===== src/rtl/shift_pkg.sv =====
// Shared encodings for the iterative shifter: operation codes, FSM states
// and the operation field width.
package shift_pkg;

    localparam int OP_W = 2;

    typedef enum logic [OP_W-1:0] {
        SH_SLL = 2'b00,
        SH_SRL = 2'b01,
        SH_SRA = 2'b10,
        SH_ROR = 2'b11
    } shift_op_e;

    typedef enum logic [1:0] {
        ST_IDLE = 2'b00,
        ST_RUN  = 2'b01,
        ST_DONE = 2'b10
    } shift_state_e;

endpackage


===== src/rtl/shift_step.sv =====
// Combinational single-stage shifter: moves `in` by k (0..STEP) positions.
// With STEP=1 and op=SRA it is the classic 1-bit arithmetic-right stage.
module shift_step
    import shift_pkg::*;
#(
    parameter int WIDTH = 64,
    parameter int STEP  = 1,
    parameter int KW    = $clog2(STEP + 1)
) (
    input  logic [WIDTH-1:0] in,
    input  shift_op_e        op,
    input  logic [KW-1:0]    k,
    output logic [WIDTH-1:0] out
);

    logic [WIDTH-1:0] hi;
    logic [WIDTH-1:0] shr;

    // Right-going ops share one shifter: the upper half supplies the fill bits
    // (zeros, sign copies, or the operand itself for rotate).
    always_comb begin
        hi = '0;
        case (op)
            SH_SRA:  hi = {WIDTH{in[WIDTH-1]}};
            SH_ROR:  hi = in;
            default: hi = '0;
        endcase
        shr = WIDTH'({hi, in} >> k);
        out = (op == SH_SLL) ? (in << k) : shr;
    end

endmodule


===== src/rtl/multicycle_shifter.sv =====
// Iterative shifter with start/done handshake; shifts up to STEP positions
// per RUN cycle until the requested amount is consumed.
//
//   state   | meaning
//   --------+-----------------------------------------------------------
//   ST_IDLE | ready; start latches op, data_in -> acc, shamt -> cnt
//   ST_RUN  | shift acc by min(STEP, cnt) each cycle until cnt reaches 0
//   ST_DONE | one-cycle done pulse, result valid; always returns to idle
module multicycle_shifter
    import shift_pkg::*;
#(
    parameter int WIDTH   = 64,
    parameter int STEP    = 1,
    parameter int SHAMT_W = $clog2(WIDTH)
) (
    input  logic               clock,
    input  logic               reset_n,
    input  logic               start,
    input  logic [OP_W-1:0]    op,
    input  logic [WIDTH-1:0]   data_in,
    input  logic [SHAMT_W-1:0] shamt,
    output logic               ready,
    output logic               busy,
    output logic               done,
    output logic [WIDTH-1:0]   result
);

    localparam int KW = $clog2(STEP + 1);

    shift_state_e       state_q, state_d;
    shift_op_e          op_q, op_d;
    logic [WIDTH-1:0]   acc_q, acc_d;
    logic [SHAMT_W-1:0] cnt_q, cnt_d;
    logic [KW-1:0]      k;
    logic [WIDTH-1:0]   step_out;

    // k = min(STEP, cnt); compared as integers since STEP may exceed cnt's range
    always_comb begin
        if (int'(cnt_q) >= STEP) begin
            k = KW'(STEP);
        end else begin
            k = KW'(cnt_q);
        end
    end

    shift_step #(
        .WIDTH (WIDTH),
        .STEP  (STEP),
        .KW    (KW)
    ) u_step (
        .in  (acc_q),
        .op  (op_q),
        .k   (k),
        .out (step_out)
    );

    always_ff @(posedge clock or negedge reset_n) begin
        if (!reset_n) begin
            state_q <= ST_IDLE;
            op_q    <= SH_SLL;
            acc_q   <= '0;
            cnt_q   <= '0;
        end else begin
            state_q <= state_d;
            op_q    <= op_d;
            acc_q   <= acc_d;
            cnt_q   <= cnt_d;
        end
    end

    always_comb begin
        state_d = state_q;
        op_d    = op_q;
        acc_d   = acc_q;
        cnt_d   = cnt_q;
        case (state_q)
            ST_IDLE: begin
                if (start) begin
                    op_d    = shift_op_e'(op);
                    acc_d   = data_in;
                    cnt_d   = shamt;
                    state_d = ST_RUN;
                end
            end
            ST_RUN: begin
                if (cnt_q == '0) begin
                    state_d = ST_DONE;
                end else begin
                    // k never exceeds cnt, so the narrowing cast cannot lose bits
                    acc_d = step_out;
                    cnt_d = cnt_q - SHAMT_W'(k);
                end
            end
            ST_DONE: state_d = ST_IDLE;
            default: state_d = ST_IDLE;
        endcase
    end

    assign ready  = (state_q == ST_IDLE);
    assign busy   = (state_q == ST_RUN);
    assign done   = (state_q == ST_DONE);
    assign result = acc_q;

endmodule


===== config.mk =====
export PLATFORM = sky130hd
export DESIGN_NAME = multicycle_shifter
export DESIGN_NICKNAME = d
export VERILOG_FILES = /design/src/rtl/shift_pkg.sv /design/src/rtl/shift_step.sv /design/src/rtl/multicycle_shifter.sv
export SDC_FILE = /design/constraint.sdc
export NUM_CORES = 1
export LEC_CHECK = 0
export CORE_ASPECT_RATIO = 1.4
export CORE_MARGIN = 10
export CORE_UTILIZATION = 43
export CTS_CLUSTER_DIAMETER = 50
export DETAILED_ROUTE_END_ITERATION = 10
export GPL_TIMING_DRIVEN = 0
export PLACE_DENSITY = 0.89
export SLEW_MARGIN = 0
export SYNTH_ARGS = -nofsm -noshare
export SYNTH_HDL_FRONTEND = slang
export SYNTH_SLANG_ARGS = --single-unit

===== constraint.sdc =====
create_clock -name clock -period 1.7 [get_ports clock]
set_input_delay 0.425 -clock clock [delete_from_list [all_inputs] [get_ports clock]]
set_output_delay 0.425 -clock clock [all_outputs]
set_load 0.02 [all_outputs]

==> results of run 1 <==
-- cell families after synthesis --
kind of cell / Yosys count / share of synthesized area [%]
mux: 66 / 14.9
buf+inv: 99 / 11.0
fa+ha+maj: 1 / 0.281
simple gates: 92 / 9.07
compound gates: 84 / 23.2
flops: 74 / 41.5
-- where the power goes --
part | total [uW] | switching, uW | internal, uW
combinational | 7570 | 3970 | 3600
clock | 1860 | 722 | 1130
sequential | 3430 | 850 | 2580
total | 12900 | 5550 | 7310
-- layout make-up --
class	instances	area [sq um]
Timing Repair Buffer	155	1460
Clock inverter	3	40.0
Clock buffer	13	240
Fill cell	822	3520
Sequential cell	74	1860
Inverter	68	258
Tap cell	135	169
Multi-Input combinational cell	243	2200
Buffer	30	265
-- sequential cells by signal, indices dropped and copies added, names as in the netlist --
signal / cells
result: 64
state_q: 2
cnt_q: 6
op_q: 2
-- timing repair --
action                                  in CTS  in global routing
gates resized for setup                     93                 25
setup buffers                               10                  3
pin swaps                                    3                  7
gates cloned                                 1                  0
endpoints found under the setup margin     134                 62
-- critical path: stages, from the launching register on --
cell and delay, ps:
dfrtp_2 450, or3_4 430, o21ai_4 200, bufbuf_16 280, buf_4 100, o221ai_1 100
-- per-layer routing --
| metal | track usage (%) | vias up | share of wire, % |
|---|---|---|---|
| met5 | 0 | - | 0 |
| met3 | 5.10 | 33 | 5.3 |
| met1 | 19.8 | 1898 | 38 |
| met2 | 31.9 | 135 | 54 |
| li1 | - | 1808 | - |
| met4 | 7.22 | 0 | 3.0 |
-- synth_stat cells (all sizes together) --
cell     instances  area share (%)
dfrtp           74              42
nand2           70             5.9
inv             68             5.7
o221ai          64              20
mux2i           63              14
buf             23             4.6
clkbuf           8            0.67
o211ai           6             1.0
nor2             4            0.39
or3              4            0.56
mux2             3            0.76
nand2b           3            0.42
nor3             3            0.34
o21ai            3            0.59
a21oi            2            0.31
nand3b           2            0.34
nor2b            2            0.28
nor3b            2            0.45
o311ai           2            0.39
a2111oi          1            0.20
a211o            1            0.20
a21o             1            0.17
a22oi            1            0.17
a2bb2oi          1            0.20
ha               1            0.28
nor4b            1            0.20
o21bai           1            0.17
o221a            1            0.25
or3b             1            0.20
-- worst max path at each step --
stage	from	slack, ps	cells past startpoint	end
floorplan	cnt_q[4]	20	8	cnt_q[2]
global placement	reset_n	-2370	1	result[8]
detailed placement	start	-340	6	result[14]
CTS	state_q[1]	-20	3	busy
global route	cnt_q[1]	-70	5	result[15]
finish	cnt_q[1]	-3	5	result[14]
-- stage by stage --
stage | setup TNS, ps | power [uW] | setup WS, ps | instances
final | -2.71 | 12900 | -2.71 | 721
after global routing | -1350 | 13700 | -69.1 | 721
after CTS | -66.8 | 12800 | -24.1 | 719
after detailed placement | -16580 | 11000 | -337 | 692
after global placement | -190430 | 10700 | -2370 | 691
after floorplan | 0 | 8410 | 15.2 | 416
==> metrics.txt, run 1 <==
run status=complete, but fails checks; failing checks=negative setup slack; initial core utilization=44.5%; Pre-Repair DR Iteration Count=4; maximum clock rate=587 MHz; fin crit share=100%; Fin. Hold Viols=0; Die Wd=106 um; Worst Setup Slack, final=-2.71 ps; unrepaired setup endpoints after global routing=yes; GR Overflow Total=0; H-tree levels=3; diode count=0; sequential area share after synthesis=41.5%; Max clock buf depth=2; share of post-route cells with drive strength above 1=22.7%; Layout area overhead=45.6%; Final GP Congestion=0.848; Die H=140 um; CP Launch Type=flop; final setup vio count=1; power per cell area=1980 nW/um^2; synthesized area=4460 sq um; Synth Instances=416; number of synthesized register bits=74; DR vias=a little under 4000; reg2reg start=cnt_q[1]; count of cell types in the netlist=37; Pins Over Slew Limit=0; fin crit period=1700 ps; CORE AREA=10000 sq um; Post-CTS Hold Fix Bufs=0; pin count of the biggest net entering global routing=40; Min Hold Slack=44.1 ps; Placed Instance Area=6070 sq um; max-cap viol count=0; CP max FO=7; Worst R2R Setup Slack=-3 ps; Worst VDD drop=956 uV; Worst-Skew Late Latency=340 ps; CP Capture Type=flop; FP Rows=43; hpwl dp=roughly 10 mm; Core Util, Final=64.8%; max_slew headroom=67.2%; Data arrival, critical path=about 1900 ps; Syn. warnings=0; Total GRT Usage=~18%; WL final=13.5 mm; CTS tree=yes; Reg-to-Reg End=result[14]; clk slew on worst S/H paths=about 60 ps; number of remaining DRC errors=0; initial antenna violation count=0; port bufs=140; data required time of the worst path=~1900 ps; FF-to-FF path depth=5; Clock Skews=between 8 and 9 ps; post-DR vias/cell=around 5.4; min-delay worst type=in2async; WL per Instance=18.7 um; number of top-level pins=142; fin nets=657; type of the worst setup path=reg2reg; clock sinks=74; clk root buf=clkbuf_16; Routed Antenna Nets=0; initial drt markers=190; vias in the first global route=4311; syn_nets=492; commonest non-fill, non-tap cell in the layout=clkdlybuf4s50_1; Worst Tran Pin Value=between 400 and 500 ps; Leak=0.00282 uW; first-pass GRT wire length=22.1 mm; Finished Cell Area=6490 sq um; most frequent cells in the layout=72 x clkdlybuf4s50_1, 70 x nand2_1, 70 x dfrtp_1, 66 x inv_1, 64 x dlygate4sd2_1; post-synthesis area per instance=~11 sq um; total CTS buffers=9; total die area=14900 sq um
Power figures use the tool's default switching activity.
==> run 2: changes to the inputs <==
--- a/config.mk
+++ b/config.mk
@@ -5,6 +5,7 @@
 export SDC_FILE = /design/constraint.sdc
 export NUM_CORES = 1
 export LEC_CHECK = 0
+export ABC_AREA = 1
 export CORE_ASPECT_RATIO = 1.4
 export CORE_MARGIN = 10
 export CORE_UTILIZATION = 43
==> run 2 against run 1 <==
The run still ends with negative setup slack left. Register-to-register slack better by 60 ps. First-iteration DRC count is 69% higher. Non-clock buffer count is 11 higher. Count of clock-buffer cells in the layout is 1 lower. Sequential power is 2% higher. Die area is 0.19% lower. Clock power is 5% lower. Via count is 31% higher. Sequential share of layout area is 0.40 points higher. Fmax is 1.8% lower. Wire length is 19% higher.
==> metrics.txt, run 2 <==
maximum clock rate=577 MHz; Worst R2R Setup Slack=60 ps; Finished Cell Area=roughly 6400 sq um; commonest non-fill, non-tap cell in the layout=nand2_1; synthesized area=4450 sq um; Pre-Repair DR Iteration Count=5; fin nets=920; clock sinks=74; Leak=approximately 0.0034 uW; FP Rows=43; number of top-level pins=142; failing checks=negative setup slack; Fin. Hold Viols=0; Syn. warnings=0; final setup vio count=2; vias in the first global route=5001; DR vias=5077; pin count of the biggest net entering global routing=44; Worst VDD drop=between 1000 and 1500 uV; run status=complete, but fails checks; dpl cells=around 960; Synth Instances=680; GR Overflow Total=0; Data arrival, critical path=between 1000 and 1500 ps; fin crit share=102%; total CTS buffers=9; CORE AREA=10000 sq um; Core Util, Final=between 60% and 70%; Clock Skews=4.26 ps; Die Wd=106 um; Post-CTS Hold Fix Bufs=0; CP delay by family, top=flip-flops; syn_nets=756; critical-path cell list=nor2_2, clkdlybuf4s15_2; initial core utilization=44.4%; min-delay worst type=in2async; clk slew on worst S/H paths=50 ps; Reg-to-Reg End=result[53]; initial drt markers=322; most frequent cells in the layout=360 x nand2_1, 111 x nand3_1, 74 x dfrtp_1, 73 x clkdlybuf4s50_1, 64 x dlygate4sd2_1; number of remaining DRC errors=0; FF-to-FF path depth=9; first-pass GRT wire length=25.5 mm; post-DR vias/cell=slightly above 5; most frequent cell after synthesis=nand2_1; Pins Over Slew Limit=0; data required time of the worst path=1270 ps; CP Launch Type=flop; number of synthesized flops with an enable pin=0; CP Capture Type=primary output; fin crit period=1730 ps; diode count=0; count of cell types in the netlist=22; slowest CP cell=dfrtp_1; Synth area leader=dfrtp_1; Total GRT Usage=21.1%; top cell type's share of synthesized area=41.6%; max_slew headroom=63.6%; Worst Tran Pin Value=approximately 550 ps; reg2reg start=cnt_q[3]; Die H=140 um; largest cells by area after synthesis=dfrtp_1 42%, nand2_1 30%, nand3_1 12%; type of the worst setup path=reg2out; post-route non-filler standard cell count=between 900 and 1000; Placed Instance Area=6050 sq um; Routed Antenna Nets=0; Final GP Congestion=0.863; sequential area share after synthesis=41.6%; max-cap viol count=0; Top FF cell, synth=dfrtp_1; hpwl dp=11.8 mm; Worst-Skew Late Latency=340 ps; share of post-route cells with drive strength above 1=10.1%; port bufs=141; number of synthesized register bits=74; largest stage delay on the critical path=between 400 and 500 ps; max FFs per register=between 60 and 70; post-synthesis area per instance=between 6 and 7 sq um; Layout area overhead=43.5%; clk root buf=clkbuf_16; Crit path buffers/inverters=1; H-tree levels=3; synth cell count leaders=360 x nand2_1, 111 x nand3_1, 74 x dfrtp_1, 30 x o21ai_0, 28 x buf_2; CP max FO=4; unrepaired setup endpoints after global routing=yes; initial antenna violation count=0; WL final=16.1 mm; WL per Instance=16.3 um; Max clock buf depth=2; Async SR Flop Fraction=100%; Worst Setup Slack, final=-33.3 ps; total die area=14900 sq um; power per cell area=2160 nW/um^2; CTS tree=yes
## run 2: cell types whose count changed after synthesis, sizes merged, moves of 27 or more
| cell | change |
|---|---|
| inv | -41 |
| mux2i | -63 |
| nand2 | +294 |
| nand3 | +112 |
| o21ai | +27 |
| o221ai | -64 |
## run 2: what timing repair did
item,in CTS,in global routing
resized for setup,80,13
endpoints found under the hold margin,0,0
endpoints found under the setup margin,70,20
pin swaps,0,4
setup buffers,1,10
## run 2: report_power, final
part	leakage, uW	switching (uW)	internal, uW
Combinational	0.00235	5490	3050
Sequential	0.000930	863	2630
Clock	0.000138	723	1050
## run 2: routing by layer
layer | share of wire (%) | vias to the layer above | GRT usage, %
met3 | 5.7 | 32 | 4.64
met1 | 40 | 2372 | 23.1
met2 | 52 | 194 | 38.0
met4 | 2.7 | 0 | 8.65
met5 | 0 | - | 0
li1 | - | 2479 | -
## run 2: cells by family after synthesis
kind of cell,Yosys count,share of synthesized area (%)
fa+ha+maj,1,0.281
mux,1,0.253
simple gates,495,46.1
buf+inv,70,7.29
compound gates,39,4.44
flops,74,41.6
## run 2: worst max-delay path by stage
stage / cells after the start / from / slack [ps] / endpoint
after global placement: 1 / reset_n / -2420 / result[40]
after floorplan: 12 / cnt_q[2] / 140 / cnt_q[4]
final: 2 / state_q[0] / -30 / ready
after detailed placement: 5 / state_q[1] / -280 / busy
after CTS: 5 / state_q[1] / -100 / busy
after global routing: 2 / state_q[0] / -70 / ready
## run 2: per-stage QoR
step / setup TNS, ps / setup WS, ps / hold WS, ps / total power [uW]
floorplan: 0 / 141 / 129 / 8810
global placement: -185280 / -2420 / 461 / 11900
detailed placement: -7150 / -283 / 400 / 12200
CTS: -95.1 / -95.1 / 45.3 / 13500
global route: -219 / -74.1 / 55.1 / 15000
finish: -47.2 / -33.3 / 33.2 / 13800
## run 2: cell type report
cell class	count	area [sq um]
Buffer	43	239
Clock buffer	12	256
Clock inverter	3	15.0
Fill cell	945	3620
Inverter	27	104
Multi-Input combinational cell	536	2310
Sequential cell	74	1850
Tap cell	135	169
Timing Repair Buffer	153	1440
